<file path="src/rtl/cycle_trace.sv">
// Negative-cycle tracer: scans the adjacency RAM for relaxable edges and emits each cycle in predecessor order.
// Optional macro CYCLE_TRACE_WEIGHT_EN adds out_weight (total edge weight of the reported cycle).
module cycle_trace #(
    parameter int NODES      = 16,
    parameter int PRED_W     = 4,
    parameter int WEIGHT_W   = 16,
    parameter int MAX_CYCLES = 8
) (
    input  logic                        clk,
    input  logic                        cycle_reset,
    input  logic                        start,
    output logic [PRED_W-1:0]           vert_addr_a,
    output logic [PRED_W-1:0]           vert_addr_b,
    input  logic [PRED_W+WEIGHT_W-1:0]  vert_q_a,
    input  logic [PRED_W+WEIGHT_W-1:0]  vert_q_b,
    output logic [PRED_W-1:0]           adj_row_addr,
    output logic [PRED_W-1:0]           adj_col_addr,
    input  logic [WEIGHT_W-1:0]         adj_q,
    output logic                        out_valid,
    input  logic                        out_ready,
    output logic [PRED_W-1:0]           out_vertex,
    output logic                        out_last,
    output logic [7:0]                  cycle_count,
`ifdef CYCLE_TRACE_WEIGHT_EN
    output logic signed [WEIGHT_W+PRED_W-1:0] out_weight,
`endif
    output logic                        busy,
    output logic                        done
);

    typedef enum logic [2:0] {IDLE, FETCH, CHECK, WALK, TRACE, EMIT, DONE} state_t;

    localparam logic [PRED_W-1:0] LAST_IDX  = PRED_W'(NODES - 1);
    localparam logic [PRED_W:0]   WALK_INIT = (PRED_W + 1)'(NODES);

    state_t state, state_nxt;

    logic [PRED_W-1:0]   i, j, v, s, c, nxt_c;
    logic [PRED_W-1:0]   i_step, j_step;
    logic [PRED_W:0]     walk_cnt;
    logic [PRED_W-1:0]   beat_cnt;
    logic [1:0]          phase;
    logic [PRED_W-1:0]   pred_a;
    logic [WEIGHT_W-1:0] svw, dvw;
    logic signed [WEIGHT_W:0] lhs, rhs;
    logic                viol, last_edge, max_hit, trace_end;
    logic                unused_pred_b;

    assign pred_a        = vert_q_a[PRED_W+WEIGHT_W-1:WEIGHT_W];
    assign svw           = vert_q_a[WEIGHT_W-1:0];
    assign dvw           = vert_q_b[WEIGHT_W-1:0];
    assign unused_pred_b = ^vert_q_b[PRED_W+WEIGHT_W-1:WEIGHT_W];

    // One extra bit of headroom so svw+e can never wrap.
    assign lhs  = $signed({svw[WEIGHT_W-1], svw}) + $signed({adj_q[WEIGHT_W-1], adj_q});
    assign rhs  = $signed({dvw[WEIGHT_W-1], dvw});
    assign viol = (adj_q != '0) && (i != j) && (lhs < rhs);

    assign last_edge = (i == LAST_IDX) && (j == LAST_IDX);
    assign i_step    = (j == LAST_IDX) ? i + 1'b1 : i;
    assign j_step    = (j == LAST_IDX) ? '0 : j + 1'b1;
    assign max_hit   = (int'(cycle_count) + 1 == MAX_CYCLES);

`ifdef CYCLE_TRACE_WEIGHT_EN
    // Two extra phases: address edge (pred(c),c), then accumulate its weight.
    assign trace_end = (phase == 2'd3);
`else
    assign trace_end = (phase == 2'd1);
`endif

    assign out_valid  = (state == EMIT);
    assign out_vertex = c;
    assign busy       = (state != IDLE) && (state != DONE);
    assign done       = (state == DONE);

    always_ff @(posedge clk) begin
        if (cycle_reset) state <= IDLE;
        else             state <= state_nxt;
    end

    always_comb begin
        state_nxt    = state;
        vert_addr_a  = '0;
        vert_addr_b  = '0;
        adj_row_addr = '0;
        adj_col_addr = '0;
        case (state)
            IDLE, DONE: if (start) state_nxt = FETCH;
            FETCH: begin
                vert_addr_a  = i;
                vert_addr_b  = j;
                adj_row_addr = i;
                adj_col_addr = j;
                state_nxt    = CHECK;
            end
            CHECK: begin
                if (viol)           state_nxt = WALK;
                else if (last_edge) state_nxt = DONE;
                else                state_nxt = FETCH;
            end
            WALK: begin
                vert_addr_a = v;
                if (phase[0] && walk_cnt == (PRED_W + 1)'(1)) state_nxt = TRACE;
            end
            TRACE: begin
                vert_addr_a = c;
`ifdef CYCLE_TRACE_WEIGHT_EN
                adj_row_addr = nxt_c;
                adj_col_addr = c;
`endif
                if (trace_end) state_nxt = EMIT;
            end
            EMIT: begin
                if (out_ready) begin
                    if (!out_last)                state_nxt = TRACE;
                    else if (max_hit || last_edge) state_nxt = DONE;
                    else                          state_nxt = FETCH;
                end
            end
            default: state_nxt = IDLE;
        endcase
    end

    always_ff @(posedge clk) begin
        if (cycle_reset) begin
            i           <= '0;
            j           <= '0;
            v           <= '0;
            s           <= '0;
            c           <= '0;
            nxt_c       <= '0;
            walk_cnt    <= '0;
            beat_cnt    <= '0;
            phase       <= '0;
            cycle_count <= '0;
            out_last    <= 1'b0;
`ifdef CYCLE_TRACE_WEIGHT_EN
            out_weight  <= '0;
`endif
        end else begin
            case (state)
                IDLE, DONE: begin
                    if (start) begin
                        i           <= '0;
                        j           <= '0;
                        cycle_count <= '0;
                        out_last    <= 1'b0;
                    end
                end
                CHECK: begin
                    if (viol) begin
                        v        <= j;
                        walk_cnt <= WALK_INIT;
                        phase    <= '0;
                    end else begin
                        i <= i_step;
                        j <= j_step;
                    end
                end
                WALK: begin
                    phase <= {1'b0, ~phase[0]};
                    if (phase[0]) begin
                        v        <= pred_a;
                        walk_cnt <= walk_cnt - 1'b1;
                        if (walk_cnt == (PRED_W + 1)'(1)) begin
                            s        <= pred_a;
                            c        <= pred_a;
                            beat_cnt <= '0;
`ifdef CYCLE_TRACE_WEIGHT_EN
                            out_weight <= '0;
`endif
                        end
                    end
                end
                TRACE: begin
                    phase <= phase + 1'b1;
                    if (phase == 2'd1) begin
                        nxt_c    <= pred_a;
                        out_last <= (pred_a == s) || (beat_cnt == LAST_IDX);
                    end
`ifdef CYCLE_TRACE_WEIGHT_EN
                    if (phase == 2'd3)
                        out_weight <= out_weight + {{PRED_W{adj_q[WEIGHT_W-1]}}, adj_q};
`endif
                end
                EMIT: begin
                    phase <= '0;
                    if (out_ready) begin
                        beat_cnt <= beat_cnt + 1'b1;
                        c        <= nxt_c;
                        if (out_last) begin
                            cycle_count <= cycle_count + 1'b1;
                            out_last    <= 1'b0;
                            i           <= i_step;
                            j           <= j_step;
                        end
                    end
                end
                default: ;
            endcase
        end
    end

endmodule

</file>
<file path="config.mk">
export PLATFORM = sky130hd
export DESIGN_NAME = cycle_trace
export DESIGN_NICKNAME = d
export VERILOG_FILES = /design/src/rtl/cycle_trace.sv
export SDC_FILE = /design/constraint.sdc
export NUM_CORES = 1
export LEC_CHECK = 0
export BUFFER_PORTS_ARGS = -buffer_cell sky130_fd_sc_hd__buf_2
export CAP_MARGIN = 30
export CORE_UTILIZATION = 55
export CTS_BUF_LIST = sky130_fd_sc_hd__clkbuf_8 sky130_fd_sc_hd__clkbuf_16
export CTS_CLUSTER_DIAMETER = 100
export CTS_CLUSTER_SIZE = 14
export DETAILED_ROUTE_END_ITERATION = 12
export PLACE_DENSITY = 0.78
export SLEW_MARGIN = 20
export SYNTH_ARGS = -nofsm -noshare
export SYNTH_HDL_FRONTEND = slang
export SYNTH_SLANG_ARGS = --single-unit
export TNS_END_PERCENT = 50
</file>
<file path="constraint.sdc">
create_clock -name clk -period 12.4 [get_ports clk]
set_input_delay 1.86 -clock clk [delete_from_list [all_inputs] [get_ports clk]]
set_output_delay 1.86 -clock clk [all_outputs]
set_load 0.01 [all_outputs]
</file>
==> results.txt <==
Buffers on Ports: 87
ANT nets after route: 0
Synth area leaders: dfxtp_1, ha_1, a21oi_1
Largest area contributor in the netlist: dfxtp_1
R2R Path Start: state[1]$_SDFFE_PP0P_
Largest net degree at the start of global routing: 47
Combinational Power Share: 29.5%
Vias in the first global route: 3680
Worst Path Required: 12570 ps
Yosys reg bits: 47
DP HPWL: 7389 µm
Sw Pwr: 0.1253 mW
Share of layout cells above drive strength 1: 19.83%
Core Area: 6832 µm²
Rel. slew slack: 38.20%
Clock slew at reported path FFs: 90 ps
Area growth from synthesis to layout: 14.05%
Total congestion overflow: 0
Hold Buf Count CTS: 0
Critical path class: in2reg
GP Congestion: 0.8753
Final Hold Fails: 0
Ant diodes: 0
CP endpoint: v[0]$_SDFFE_PP0P_
Fin util: 65.40%
Worst clock skew: 6.480 ps
Worst flop-to-flop path endpoint: beat_cnt[2]$_SDFFE_PP0P_
PostCTS Resize Cnt: 0
Clock tree root buffer cell: clkbuf_8
# IOs: 92
H-tree depth: 2
LEAKAGE: 2.043 nW
Least-Margin Pin Slew: 926.9 ps
Synth top area share: 24.02%
# clock sinks: 47
CTS Buf Count: 5
Pwr dens: 88.34 nW/µm²
Synth warnings: 0
Die height: 86.40 µm
Slew Limit Fails: 0
Drt via density: 5.784
Min-Delay Path Depth: 2
Cell row count: 30
Max Cap Viol: 0
Setup TNS Final: 0 ps
Syn Inst Count: 501
RSZ-0062 raised after global routing: no
CP Launch Type: input pin
Worst setup startpoint: vert_q_a[0]
DRT Pass-1 Iters: 4
Initial cell density of the core: 57.34%
Remaining DRCs: 0
Initial antenna violation count: 0
Die W: 86.40 µm
Clk pwr share: 30.0%
Deepest clock path buffer count: 2
Final Routed Wirelength: 9626 µm
Dominant cell by count in the synthesized netlist: nor2_1
Worst r2r path cells: 7
Wire length of the first global-routing pass: 16350 µm
Seq/Total Area, Yosys: 24.02%
Status: completed
Type of the most critical hold path: reg2reg
Final worst path period share: 45.46%
Post-synth EDFFs: 0
Primary FF master, synth: dfxtp_1
Mapped Nets: 601
Finish-stage setup viols: 0
GR Util All Layers: 26.84%
Synth cell types: 65
Post-synth top cells: nor2_1, dfxtp_1, a21oi_1
Register share of total power: 40.5%
Die area: 7464 µm²
Routed vias: 3881
Post-Syn Area: 3918 µm²
Syn avg cell area: 7.819 µm²
# Post-CTS Setup Buffers: 0
P_int: 0.2694 mW
Worst EP arrival: 5800 ps
Critical Path End Type: flop
Fmax: 0.1774 GHz
Nets: 674
Worst VDD drop: 0.07565 mV
Async S/R FF share, synth: 0%
Final min period: 5637 ps
DRT iter0 DRCs: 177
Switching Fraction: 31.74%
Crit Path Max Fanout: 15
Post-DR wirelength/cell: 14.35 µm
CTS tree: yes
Skew-Pair Late Insertion Delay: 310 ps
Internal reg-to-reg setup slack: 9350 ps
-- cells in the final DEF (no fill, tap or decap), types with 16 or more instances in the layout --
cell type,netlist,layout
inv_1,30,30
nor2_1,49,49
nor3_1,20,20
ha_1,39,39
and2_1,16,16
a21oi_1,43,43
o21ai_0,26,26
xnor2_1,19,19
buf_2,5,87
dfxtp_1,47,47
nand2_1,32,32
-- worst min-delay path by stage --
stage,start,end,slack (ps)
after floorplan,nxt_c[0]$_SDFFE_PP0P_,nxt_c[0]$_SDFFE_PP0P_,460
after global placement,nxt_c[1]$_SDFFE_PP0P_,nxt_c[1]$_SDFFE_PP0P_,480
after detailed placement,nxt_c[0]$_SDFFE_PP0P_,nxt_c[0]$_SDFFE_PP0P_,490
after CTS,cycle_count[7]$_SDFFE_PP0P_,cycle_count[7]$_SDFFE_PP0P_,520
after global routing,cycle_count[7]$_SDFFE_PP0P_,cycle_count[7]$_SDFFE_PP0P_,530
final,cycle_count[7]$_SDFFE_PP0P_,cycle_count[7]$_SDFFE_PP0P_,510
-- registers in the layout (all words and copies together) (netlist names), 2 cells and up --
signal       cells
i                4
out_vertex       4
j                4
nxt_c            4
cycle_count      8
v                4
walk_cnt         5
phase            2
state            3
beat_cnt         4
s                4
-- worst max-delay path, cell delays in order --
cell and delay [ps]:
buf_2 100, ha_1 220, inv_1 70, fa_1 220
nor2b_1 60, o21a_1 180, o21ai_0 320, a21oi_1 150
o21ai_1 310, mux2i_1 230, o2111ai_1 140, ha_1 310
a21o_1 210, a2111oi_4 360, o211ai_2 160, a211oi_2 230
o21ai_2 250, a221oi_1 350, nor3_2 70
-- area by class of cell --
cell class                 instances  area, µm²
tap                               96      120.1
timing repair buffer              87      435.4
sequential                        47      940.9
inverter                          32      122.6
multi-input combinational        401       2731
clock inverter                     2      35.03
fill                             608       2364
clock buffer                       6      82.58
-- power groups by stage --
stage / Sequential (mW) / Clock, mW / Combinational, mW
floorplan: 0.159 / 0 / 0.0890
global placement: 0.163 / 0 / 0.111
detailed placement: 0.163 / 0 / 0.115
CTS: 0.160 / 0.120 / 0.116
global route: 0.161 / 0.126 / 0.131
finish: 0.160 / 0.118 / 0.116
-- through the flow --
step / std cells / cell area [µm²] / setup WS (ps) / hold WS (ps) / total power [mW]
finish: 671 / 4468 / 6763 / 510.5 / 0.3947
global route: 671 / 4468 / 6433 / 529.7 / 0.4180
CTS: 671 / 4468 / 6792 / 515.3 / 0.3959
detailed placement: 663 / 4350 / 6479 / 494.5 / 0.2784
global placement: 663 / 4350 / 6565 / 478.5 / 0.2739
floorplan: 501 / 3918 / 7093 / 460.2 / 0.2476
-- layer usage --
metal  GRT usage (%)  up-vias  part of all wire, %
met2           46.39      161                   46
met1           34.25     1776                   45
li1                -     1928                    -
met5               0        -                    0
met4           8.182        0                  1.7
met3           4.381       16                  7.0
-- cell families (layout without fill, tap and decap cells) --
kind of cell / Yosys count / count (layout) / share of synthesized area, %
muxes: 13 / 13 / 3.321
DFF: 47 / 47 / 24.02
buffers and inverters: 53 / 127 / 6.260
xor gates and xnor gates: 27 / 27 / 6.036
and+or+nand+nor: 192 / 192 / 25.71
AOI/OAI and AO/OA: 129 / 129 / 21.69
adders and majority gates: 40 / 40 / 12.97
No activity file was read; power rests on OpenSTA's default activity.
